[src/rtl/xbar_arb_pkg.sv]
// Shared types and helpers for the crossbar output-port round-robin arbiter.
package xbar_arb_pkg;

    typedef enum logic {
        IDLE   = 1'b0,
        LOCKED = 1'b1
    } arb_state_t;

    // Wrapped increment of a requester index: idx+1, or 0 after the last index.
    function automatic int rr_next(input int idx, input int n);
        return (idx == n - 1) ? 0 : idx + 1;
    endfunction

endpackage

[src/rtl/xbar_rr_pick.sv]
// Rotating priority encoder: finds the first set request at or above i_rrPtr,
// wrapping modulo N_REQ. Purely combinational.
module xbar_rr_pick
    import xbar_arb_pkg::*;
#(
    parameter  int N_REQ = 4,
    localparam int IDW   = $clog2(N_REQ)
) (
    input  logic [N_REQ-1:0] i_req,
    input  logic [IDW-1:0]   i_rrPtr,
    output logic             o_found,
    output logic [IDW-1:0]   o_idx
);

    logic [N_REQ-1:0] w_rot;
    int               w_sum;

    // Rotate the request vector so bit 0 corresponds to the requester at i_rrPtr.
    assign w_rot = N_REQ'({i_req, i_req} >> i_rrPtr);

    // Lowest set rotated bit wins; map it back to an absolute index with an explicit wrap.
    always_comb begin
        o_found = 1'b0;
        o_idx   = '0;
        w_sum   = 0;
        for (int k = N_REQ - 1; k >= 0; k--) begin
            if (w_rot[k]) begin
                o_found = 1'b1;
                w_sum   = int'(i_rrPtr) + k;
                if (w_sum >= N_REQ) begin
                    w_sum = w_sum - N_REQ;
                end
                o_idx = IDW'(w_sum);
            end
        end
    end

endmodule

[src/rtl/xbar_rr_arbiter.sv]
// Packet-granular round-robin arbiter sharing one crossbar output port among
// N_REQ first-word-fall-through request queues, with a registered valid/ready
// output stage. A grant is held from the first beat to the last beat.
// Optional macro XBAR_ARB_PRIO_EN: requester 0 becomes strict high priority and
// the round-robin rotates over requesters 1..N_REQ-1 only.
module xbar_rr_arbiter
    import xbar_arb_pkg::*;
#(
    parameter  int N_REQ  = 4,
    parameter  int DWIDTH = 32,
    localparam int IDW    = $clog2(N_REQ)
) (
    input  logic                    aclk,
    input  logic                    aresetn,
    input  logic [N_REQ-1:0]        req_valid,
    input  logic [N_REQ*DWIDTH-1:0] req_data,
    input  logic [N_REQ-1:0]        req_last,
    output logic [N_REQ-1:0]        req_pop,
    output logic                    out_valid,
    input  logic                    out_ready,
    output logic [DWIDTH-1:0]       out_data,
    output logic                    out_last,
    output logic [IDW-1:0]          out_id,
    output logic                    busy
);

`ifdef XBAR_ARB_PRIO_EN
    // Requester 0 is never part of the rotation, so the pointer starts at 1.
    localparam logic [IDW-1:0] RR_RESET = IDW'(1);
`else
    localparam logic [IDW-1:0] RR_RESET = '0;
`endif

    arb_state_t        r_state;
    arb_state_t        w_stateNext;
    logic [IDW-1:0]    r_grant;
    logic [IDW-1:0]    w_grantNext;
    logic [IDW-1:0]    r_rrPtr;
    logic [IDW-1:0]    w_rrPtrNext;

    logic              r_outValid;
    logic [DWIDTH-1:0] r_outData;
    logic              r_outLast;
    logic [IDW-1:0]    r_outId;

    logic [N_REQ-1:0]  w_pickReq;
    logic              w_pickFound;
    logic [IDW-1:0]    w_pickIdx;
    logic              w_selFound;
    logic [IDW-1:0]    w_selIdx;

    logic              w_grantValid;
    logic              w_grantLast;
    logic [DWIDTH-1:0] w_grantData;
    logic              w_load;

`ifdef XBAR_ARB_PRIO_EN
    assign w_pickReq  = {req_valid[N_REQ-1:1], 1'b0};
    assign w_selFound = req_valid[0] | w_pickFound;
    assign w_selIdx   = req_valid[0] ? '0 : w_pickIdx;
`else
    assign w_pickReq  = req_valid;
    assign w_selFound = w_pickFound;
    assign w_selIdx   = w_pickIdx;
`endif

    xbar_rr_pick #(
        .N_REQ (N_REQ)
    ) u_pick (
        .i_req   (w_pickReq),
        .i_rrPtr (r_rrPtr),
        .o_found (w_pickFound),
        .o_idx   (w_pickIdx)
    );

    // Select the head word, valid and last flag of the currently granted requester.
    always_comb begin
        w_grantValid = 1'b0;
        w_grantLast  = 1'b0;
        w_grantData  = '0;
        for (int i = 0; i < N_REQ; i++) begin
            if (r_grant == IDW'(i)) begin
                w_grantValid = req_valid[i];
                w_grantLast  = req_last[i];
                w_grantData  = req_data[i*DWIDTH +: DWIDTH];
            end
        end
    end

    assign w_load = (r_state == LOCKED) & w_grantValid & (~r_outValid | out_ready);

    // Pop strobe goes only to the granted requester, and only when its word is loaded.
    always_comb begin
        req_pop = '0;
        for (int i = 0; i < N_REQ; i++) begin
            if (r_grant == IDW'(i)) begin
                req_pop[i] = w_load;
            end
        end
    end

    // Next-state logic: arbitrate in IDLE, release the lock after the last beat is loaded.
    always_comb begin
        w_stateNext = r_state;
        w_grantNext = r_grant;
        w_rrPtrNext = r_rrPtr;
        case (r_state)
            IDLE: begin
                if (w_selFound) begin
                    w_stateNext = LOCKED;
                    w_grantNext = w_selIdx;
                end
            end
            LOCKED: begin
                if (w_load && w_grantLast) begin
                    w_stateNext = IDLE;
`ifdef XBAR_ARB_PRIO_EN
                    // Serving the priority requester leaves the rotation untouched.
                    if (r_grant != '0) begin
                        w_rrPtrNext = IDW'(rr_next(int'(r_grant), N_REQ));
                        if (w_rrPtrNext == '0) begin
                            w_rrPtrNext = IDW'(1);
                        end
                    end
`else
                    w_rrPtrNext = IDW'(rr_next(int'(r_grant), N_REQ));
`endif
                end
            end
            default: begin
                w_stateNext = IDLE;
            end
        endcase
    end

    // Arbitration state register.
    always_ff @(posedge aclk or negedge aresetn) begin
        if (!aresetn) begin
            r_state <= IDLE;
            r_grant <= '0;
            r_rrPtr <= RR_RESET;
        end else begin
            r_state <= w_stateNext;
            r_grant <= w_grantNext;
            r_rrPtr <= w_rrPtrNext;
        end
    end

    // Output register: load a new word, drain on handshake, otherwise hold stable.
    always_ff @(posedge aclk or negedge aresetn) begin
        if (!aresetn) begin
            r_outValid <= 1'b0;
            r_outData  <= '0;
            r_outLast  <= 1'b0;
            r_outId    <= '0;
        end else if (w_load) begin
            r_outValid <= 1'b1;
            r_outData  <= w_grantData;
            r_outLast  <= w_grantLast;
            r_outId    <= r_grant;
        end else if (r_outValid && out_ready) begin
            r_outValid <= 1'b0;
        end
    end

    assign out_valid = r_outValid;
    assign out_data  = r_outData;
    assign out_last  = r_outLast;
    assign out_id    = r_outId;
    assign busy      = (r_state == LOCKED);

endmodule
[config.mk]
export PLATFORM = sky130hd
export DESIGN_NAME = xbar_rr_arbiter
export DESIGN_NICKNAME = d
export VERILOG_FILES = /design/src/rtl/xbar_arb_pkg.sv /design/src/rtl/xbar_rr_pick.sv /design/src/rtl/xbar_rr_arbiter.sv
export SDC_FILE = /design/constraint.sdc
export NUM_CORES = 1
export LEC_CHECK = 0
export CAP_MARGIN = 5
export CORE_MARGIN = 2
export CORE_UTILIZATION = 26
export CTS_BUF_LIST = sky130_fd_sc_hd__clkbuf_16
export DETAILED_ROUTE_END_ITERATION = 10
export DONT_BUFFER_PORTS = 1
export PLACE_DENSITY = 0.4
export SYNTH_ARGS = -nofsm -noshare
export SYNTH_HDL_FRONTEND = slang
export SYNTH_HIERARCHICAL = 1
export SYNTH_SLANG_ARGS = --single-unit
[constraint.sdc]
create_clock -name aclk -period 2.1 [get_ports aclk]
set_input_delay 0.42 -clock aclk [delete_from_list [all_inputs] [get_ports aclk]]
set_output_delay 0.42 -clock aclk [all_outputs]
set_load 0.02 [all_outputs]
==> results of run 1 <==
==> through the flow <==
step / hold slack (ps) / utilization
floorplan: 124 / -
global placement: 126 / 0.284
detailed placement: 126 / 0.284
CTS: 365 / 0.305
global route: 388 / 0.308
finish: 381 / 0.308
==> routing by layer <==
layer	up-vias	routed length (microns)	GRT usage	share of wire
met5	-	0	0	0
met4	0	55	0.0252	0.0062
met3	6	798	0.0464	0.091
met2	129	4130	0.236	0.47
met1	1170	3820	0.172	0.43
li1	1219	-	-	-
==> synthesized netlist by cell type (2+ instances only) <==
cell type   n
and3_1      3
inv_1      43
nand2_1    37
buf_2       8
mux2_2      8
buf_12      2
and2_1      3
mux2_4     27
o21ai_0    35
a22o_1     32
buf_6       3
nor2_1      3
nand2b_1    2
o21ai_1     2
ha_1        4
dfrtp_1    41
clkbuf_1   16
a21oi_1    69
==> layout by cell type, fill, tap and decap left out, types with 2 or more instances in the layout <==
master      n
nand2b_1    2
mux2_2      8
clkbuf_16   5
and3_4      3
inv_2       2
ha_4        4
buf_12      5
o21ai_0    35
buf_4      13
and2_4      2
dfrtp_2     2
dfrtp_1    39
a21oi_1    69
nor2_1      2
nand2_1    37
inv_1      42
a22o_1     32
mux2_4     27
buf_6       2
==> worst max path at each step <==
stage                           startpoint                  endpoint  slack, ps
floorplan           r_grant[1]$_DFFE_PN0P_                req_pop[0]         -9
global placement    r_grant[0]$_DFFE_PN0P_    r_rrPtr[0]$_DFFE_PN0P_         40
detailed placement  r_grant[0]$_DFFE_PN0P_  out_data[30]$_DFFE_PN0P_         70
CTS                 r_grant[0]$_DFFE_PN0P_                req_pop[0]        -20
global route        r_grant[0]$_DFFE_PN0P_                req_pop[1]        -90
finish              r_grant[1]$_DFFE_PN0P_                req_pop[0]         -9
==> registers in the layout, summed over array words and instances, names as in the netlist <==
| name | flops |
|---|---|
| out_id | 2 |
| r_grant | 2 |
| out_last | 1 |
| out_data | 32 |
| r_rrPtr | 2 |
| out_valid | 1 |
| busy | 1 |
==> tightest hold or removal path: stages <==
cell     delay (ps)
inv_1            30
nand3_1          80
o21a_1          100
==> cells by family after synthesis <==
| logic type | share of synthesized area |
|---|---|
| muxes | 0.166 |
| DFF | 0.337 |
| buffers and inverters | 0.113 |
| adders and majority gates | 0.0164 |
| AOI/OAI and AO/OA | 0.296 |
| and+or+nand+nor | 0.0719 |
==> what timing repair did <==
action                                  4_1_cts  5_1_grt
endpoints found under the setup margin        4       11
hold buffers                                  2        0
setup buffers                                 3        1
hold endpoints to repair                     41        0
pin swaps                                     1        1
resized for setup                            13        6
cloned                                        0        0
==> power breakdown <==
group | switching, mW | internal [mW]
clock | 0.302 | 0.426
combinational | 1.78 | 2.13
sequential | 0.742 | 1.19
total | 2.82 | 3.75
==> final cells by class <==
class,instances,share of cell area
clock buffer,5,0.0356
clock inverter,2,0.00213
inverter,43,0.0459
multi-input combinational,236,0.500
sequential,41,0.292
tap,143,0.0509
timing repair buffer,22,0.0733
==> flow_summary.ini, run 1 <==
[setup_path]
rrSetupSlack_ps = 70
worst-setup-path-type = reg -> out
rr_endpoint = out_data[30]$_DFFE_PN0P_
cp_cell_sequence = ha_4 > nor2_2 > a221oi_4 > and3_4 > and2_4
r2r-start = r_grant[1]$_DFFE_PN0P_
max_stage_delay_ps = 440
cp.buffers_inverters = 0
end_kind = primary output
cp-start-kind = flip-flop
rr_worst_depth = 7
critPathTopFamily = simple AND/OR/NAND/NOR gates
cp.required_ps = 1680
cp_data_arrival_time_ps = 1690
cp_num_cells = 5
slowest_stage = dfrtp_2
path_max_fanout = 7

[placement]
placed_cells = 479
place_ws_ps = 66.8
place_area_sq_um = 3240
hpwl_microns = 6370
place_congestion = 0.769
port-buffer-count = 0

[routing]
wl_per_cell_microns = 17.9
num_vias = 2524
viasPerCell = 5.13
drcViolationCount = 0
wirelength_microns = 8800
ant_nets = 0
firstDrtPassIters = 4
drt-initial-drc-count = 68

[synthesis]
synthArstFlopShare = 1.00
syn-cell-area_sq_um = 3040
syn_nets = 493
ys_seq_area_frac = 0.337
synthDistinctLibCells = 30
synth-edff-count = 0
netlist_instances = 350
yosys.area.top_type = dfrtp_1
ys_ff_latch = 41
yosysTopAreaCellShare = 0.337
syn_avg_cell_area_sq_um = 8.70
ys_top_cells_by_area = dfrtp_1 34%, mux2_4 13%, a21oi_1 11%, a22o_1 9.2%, o21ai_0 5.8%
synth_top_flop_cell = dfrtp_1
yosysWarnings = 6

[clock_network]
clock_latency_ps = 280
cts_tree = built
numCtsBuffers = 5
cts_num_sinks = 41
h-tree-depth = 2
clockBufferDepth = 2
path_clk_slew_ps = 60
cts_root_buf = clkbuf_16

[timing]
tightest_slew_ps = 343
skew_ps = 10.0
max_freq_ghz = 0.474
setup-tns-final_ps = -17.4
setup_ws_ps = -9.09
fin_crit_ps = 2110
finalCritPeriodShare = 1.00
setup_viol = 2
rsz0062_at_grt = yes
hold_violations = 0
slew_headroom = 0.769
finalMaxSlewViolations = 0

[run]
maxCapViolCount = 0

[power]
fin_total_pwr_mw = 6.57
leakage_nw = 1.62
ir_drop_mv = 0.858
p_per_area_nw_per_um2 = 1870

[die]
ioPinCount = 180
core_sq_um = 11400
rows = 39
fp.dieH_microns = 112
die_w_microns = 112
dieArea_sq_um = 12600
initial_utilization = 0.267

[global_routing]
grt_antenna_before_repair = 0
grt_max_degree = 42
grt_pass1_vias = 2695
grt_usage = 0.138
grt_pass1_wl_microns = 14000
grt-ovfl-total = 0

[status]
status = complete, but fails checks
failed_checks = negative setup slack

[cells_and_area]
stdcell_count = 492
final_area_sq_um = 3520
nets = 492
syn_to_final_growth_pct = 15.5
drive_above_1_share = 0.229
regArea_sq_um = 1030
multi_input_area_sq_um = 1760
diodes = 0
fillers = 1232

[worst_hold_path]
min_to = busy$_DFF_PN0_
hold_class = in -> reg
min_delay_path_depth = 3
holdCritStartpoint = req_valid[2]
Note: power is estimated with default switching activity, not from simulation.
==> inputs of run 2 (changes only) <==
- CAP_MARGIN: 5 -> 15
- REMOVE_ABC_BUFFERS: default -> 1
==> run 2 against run 1 <==
  * Clock skew decreased by 4.1 ps
  * Clock-buffer cell count unchanged
  * Critical path depth grew 1
  * Global-route usage decreased by 0.82 points
  * Die area unchanged
  * Hold slack better by 5.0 ps
  * Cell area fell by 0.96%
  * Largest power group unchanged
  * Clock power increased by 0.8%
  * Via count decreased by 1.7%
  * Register-to-register slack better by 30 ps
  * Largest cell class unchanged
  * The run still ends with negative setup slack left
==> flow_summary.ini, run 2 (synthesized netlist as in run 1, its figures left out) <==
[global_routing]
grt_antenna_before_repair = 0
grt_usage = 0.130
grt-ovfl-total = 0
grt_max_degree = 42
grt_pass1_wl_microns = 13500
grt_pass1_vias = 2590

[setup_path]
cp.required_ps = 1680
rr_worst_depth = 7
worst-setup-path-type = reg -> out
cp_data_arrival_time_ps = 1680
rr_endpoint = out_data[28]$_DFFE_PN0P_
rrSetupSlack_ps = 100
cp-start-kind = flip-flop
r2r-start = r_grant[1]$_DFFE_PN0P_
path_max_fanout = 6
end_kind = primary output

[clock_network]
numCtsBuffers = 5
clockBufferDepth = 2
h-tree-depth = 2
cts_tree = built
cts_num_sinks = 41
path_clk_slew_ps = 60
clock_latency_ps = 280
cts_root_buf = clkbuf_16

[cells_and_area]
diodes = 0
largest_reg_flops = 32
final_area_sq_um = 3480
drive_above_1_share = 0.229
final_util = 0.305
layout_commonest_cell = a21oi_1
nets = 492
fillers = 1247
layout_common_cells = 69 x a21oi_1, 41 x inv_1, 39 x dfrtp_1, 37 x nand2_1, 35 x o21ai_0
syn_to_final_growth_pct = 14.4

[status]
failed_checks = negative setup slack
status = complete, but fails checks

[routing]
firstDrtPassIters = 4
wirelength_microns = 8180
ant_nets = 0
drcViolationCount = 0
viasPerCell = 5.03
wl_per_cell_microns = 16.6
drt-initial-drc-count = 79
num_vias = 2480

[placement]
place_area_sq_um = 3180
port-buffer-count = 0
hpwl_microns = 6070
place_congestion = 0.707

[run]
maxCapViolCount = 0

[timing]
max_freq_ghz = 0.476
setup_ws_ps = -0.646
fin_crit_ps = 2100
skew_ps = 5.91
rsz0062_at_grt = yes
hold_slack_ps = 386
finalCritPeriodShare = 1.00
finalMaxSlewViolations = 0
tightest_slew_ps = 349
slew_headroom = 0.767
hold_violations = 0
setup_viol = 1

[power]
clockPowerShare = 0.114
p_int_mw = 3.68
power_frac_seq = 0.299
leakage_nw = 1.61
swShare = 0.430
power_frac_comb = 0.587
p_per_area_nw_per_um2 = 1850
p_sw_mw = 2.77
ir_drop_mv = 0.753

[die]
die_w_microns = 112
dieArea_sq_um = 12600
ioPinCount = 180
core_sq_um = 11400
rows = 39
fp.dieH_microns = 112
initial_utilization = 0.267

[worst_hold_path]
min_delay_path_depth = 3
holdCritStartpoint = req_valid[2]
hold_class = in -> reg
min_to = busy$_DFF_PN0_
run 2: changes by cell type in the layout (fill, tap and decap cells not counted), sizes merged:
cell	previous run	this run
inv	44	43
clkinv	1	3
run 2: power by group through the flow:
stage / Clock (mW) / Combinational (mW) / Sequential, mW
after floorplan: 0 / 2.83 / 1.82
after global placement: 0 / 3.50 / 1.95
after detailed placement: 0 / 3.57 / 1.94
after CTS: 0.782 / 3.81 / 1.94
after global routing: 0.810 / 4.23 / 1.99
final: 0.733 / 3.79 / 1.93
run 2: layout make-up:
cell class                 count  area, sq um  share of cell area
inverter                      43          161              0.0463
tap                          143          179              0.0514
multi-input combinational    236         1760               0.504
sequential                    41         1030               0.295
timing repair buffer          22          220              0.0632
clock buffer                   5          125              0.0359
clock inverter                 3         12.5             0.00359
run 2: worst max path at each step:
stage | from | endpoint | slack [ps] | depth (start not counted)
detailed placement | r_grant[1]$_DFFE_PN0P_ | out_data[29]$_DFFE_PN0P_ | -30 | 6
global placement | r_grant[1]$_DFFE_PN0P_ | out_data[28]$_DFFE_PN0P_ | 50 | 6
global route | r_grant[1]$_DFFE_PN0P_ | req_pop[0] | -80 | 5
finish | r_grant[0]$_DFFE_PN0P_ | req_pop[0] | -0.6 | 6
floorplan | r_grant[0]$_DFFE_PN0P_ | req_pop[0] | -2310 | 5
CTS | r_grant[0]$_DFFE_PN0P_ | req_pop[0] | -10 | 6
run 2: critical path: stages, from the launching register on:
cell and delay [ps]:
dfrtp_2 440, buf_6 130, ha_4 180, a211oi_2 190, o21ai_2 80, and3_4 190, and2_4 180
run 2: routing by layer:
layer | wire length, microns | track usage | up-vias | part of all wire
met2 | 3850 | 0.210 | 116 | 0.47
met3 | 932 | 0.0572 | 2 | 0.11
met1 | 3370 | 0.162 | 1152 | 0.41
met5 | 0 | 0 | - | 0
li1 | - | - | 1210 | -
met4 | 35 | 0.0252 | 0 | 0.0043
run 2: metrics by stage:
step                TNS [ps]  total power [mW]  setup slack (ps)  cells
CTS                    -23.3              6.53             -13.9    493
detailed placement     -84.7              5.50             -30.0    479
finish                -0.646              6.45            -0.646    493
global route            -220              7.03             -76.0    493
floorplan             -79120              4.65             -2310    320
global placement           0              5.45              54.7    479
run 2: repair_timing:
action / CTS / global route
buffers inserted: 4 / 0
pin swaps: 4 / 0
hold buffers: 2 / 0
resized for setup: 21 / 5
endpoints found under the setup margin: 13 / 19
hold endpoints to repair: 41 / 0
==> inputs of run 3 (changes only) <==
- PLACE_DENSITY: 0.4 -> 0.38
- clock period: 2.1 -> 2.5 ns (I/O delays scaled with it)
==> run 3 against run 2 <==
  * The run now ends clean
  * Clock power is 17% lower
  * Worst setup slack better by 94 ps
  * Critical endpoint is now req_pop[1]
  * Hold slack lost 320 ps
  * Highest routed layer unchanged
==> flow_summary.ini, run 3 (synthesized netlist as in run 1, its figures left out) <==
[cells_and_area]
layout_commonest_cell = a21oi_1
final_util = 0.290
largest_reg_flops = 32
nets = 481
layout_common_cells = 69 x a21oi_1, 46 x inv_1, 41 x dfrtp_1, 37 x nand2_1, 35 x o21ai_0
syn_to_final_growth_pct = 8.67
stdcell_count = 482
final_area_sq_um = 3310
drive_above_1_share = 0.177
diodes = 0

[power]
power_frac_seq = 0.314
leakage_nw = 1.56
p_sw_mw = 2.25
swShare = 0.438
p_int_mw = 2.90
power_frac_comb = 0.567
ir_drop_mv = 0.496
p_per_area_nw_per_um2 = 1560
clockPowerShare = 0.119

[timing]
hold_violations = 0
tightest_slew_ps = 408
setup_ws_ps = 93.4
hold_slack_ps = 64.4
finalCritPeriodShare = 0.963
rsz0062_at_grt = no
fin_crit_ps = 2410
slew_headroom = 0.728
skew_ps = 6.16
finalMaxSlewViolations = 0
setup_viol = 0
max_freq_ghz = 0.416

[global_routing]
grt_usage = 0.130
grt_pass1_vias = 2394
grt-ovfl-total = 0
grt_max_degree = 42
grt_antenna_before_repair = 0
grt_pass1_wl_microns = 13200

[placement]
place_ws_ps = 314
place_congestion = 0.763
port-buffer-count = 0
hpwl_microns = 6030
placed_cells = 473
place_area_sq_um = 3140

[setup_path]
rrSetupSlack_ps = 380
cp_num_cells = 5
endpoint = req_pop[1]
rr_endpoint = r_rrPtr[1]$_DFFE_PN0P_
worstSetupStartpoint = r_grant[0]$_DFFE_PN0P_
cp-start-kind = flip-flop
cp_data_arrival_time_ps = 1910
end_kind = primary output
path_max_fanout = 7
worst-setup-path-type = reg -> out
r2r-start = r_grant[0]$_DFFE_PN0P_
slowest_stage = dfrtp_1
cp.buffers_inverters = 1
critPathTopFamily = simple AND/OR/NAND/NOR gates
max_stage_delay_ps = 420
rr_worst_depth = 7
cp.required_ps = 2000
cp_cell_sequence = inv_1 > ha_2 > a221oi_4 > and3_4 > and2_2

[clock_network]
h-tree-depth = 2
clockBufferDepth = 2
cts_num_sinks = 41
numCtsBuffers = 5
cts_setup_buffers = 0
cts_root_buf = clkbuf_16
path_clk_slew_ps = 60
cts_tree = built
clock_latency_ps = 280

[status]
status = completed

[routing]
drt-initial-drc-count = 101
viasPerCell = 4.96
drcViolationCount = 0
wl_per_cell_microns = 17.1
num_vias = 2392
wirelength_microns = 8230
firstDrtPassIters = 4
ant_nets = 0

[die]
core_sq_um = 11400
initial_utilization = 0.267
ioPinCount = 180
fp.dieH_microns = 112
die_w_microns = 112
dieArea_sq_um = 12600
rows = 39

[run]
maxCapViolCount = 0

[worst_hold_path]
hold_class = in -> async
-- run 3: cell types whose count changed in the layout (fill, tap and decap cells not counted), sizes merged --
cell	change
inv	+3
buf	-10
clkinv	-3
dlygate4sd3	-1
-- run 3: stage by stage --
step | setup TNS (ps) | power [mW]
floorplan | -62250 | 3.91
global route | 0 | 5.60
global placement | 0 | 4.54
detailed placement | 0 | 4.56
finish | 0 | 5.15
CTS | 0 | 5.24
-- run 3: repair_timing --
item,CTS,global route
endpoints found under the setup margin,0,2
endpoints found under the hold margin,41,0
gates resized for setup,0,3
hold buffers,1,0
-- run 3: power by group through the flow --
stage | registers, mW | logic [mW] | clock network, mW
after floorplan | 1.53 | 2.38 | 0
after global placement | 1.65 | 2.89 | 0
after detailed placement | 1.64 | 2.92 | 0
after CTS | 1.63 | 2.96 | 0.648
after global routing | 1.66 | 3.28 | 0.671
final | 1.62 | 2.92 | 0.612
-- run 3: routing by layer --
metal  part of all wire  track usage  wire [microns]
met2               0.45        0.200            3720
met3              0.089       0.0464             733
met5                  0            0               0
met4             0.0051       0.0244              42
met1               0.45        0.180            3730
-- run 3: layout make-up --
class | count | area, sq um
Timing Repair Buffer | 11 | 115
Clock buffer | 5 | 125
Multi-Input combinational cell | 236 | 1690
Fill cell | 1247 | 8110
Inverter | 43 | 161
Tap cell | 143 | 179
Sequential cell | 41 | 1030
Clock inverter | 3 | 11.3
-- run 3: worst min-delay path by stage --
| stage | cells past startpoint | endpoint | startpoint |
|---|---|---|---|
| finish | 1 | out_data[8]$_DFFE_PN0P_ | aresetn |
| detailed placement | 0 | out_data[8]$_DFFE_PN0P_ | aresetn |
| global route | 1 | out_data[30]$_DFFE_PN0P_ | aresetn |
| global placement | 0 | out_data[24]$_DFFE_PN0P_ | aresetn |
| CTS | 1 | out_data[31]$_DFFE_PN0P_ | aresetn |
| floorplan | 0 | busy$_DFF_PN0_ | aresetn |
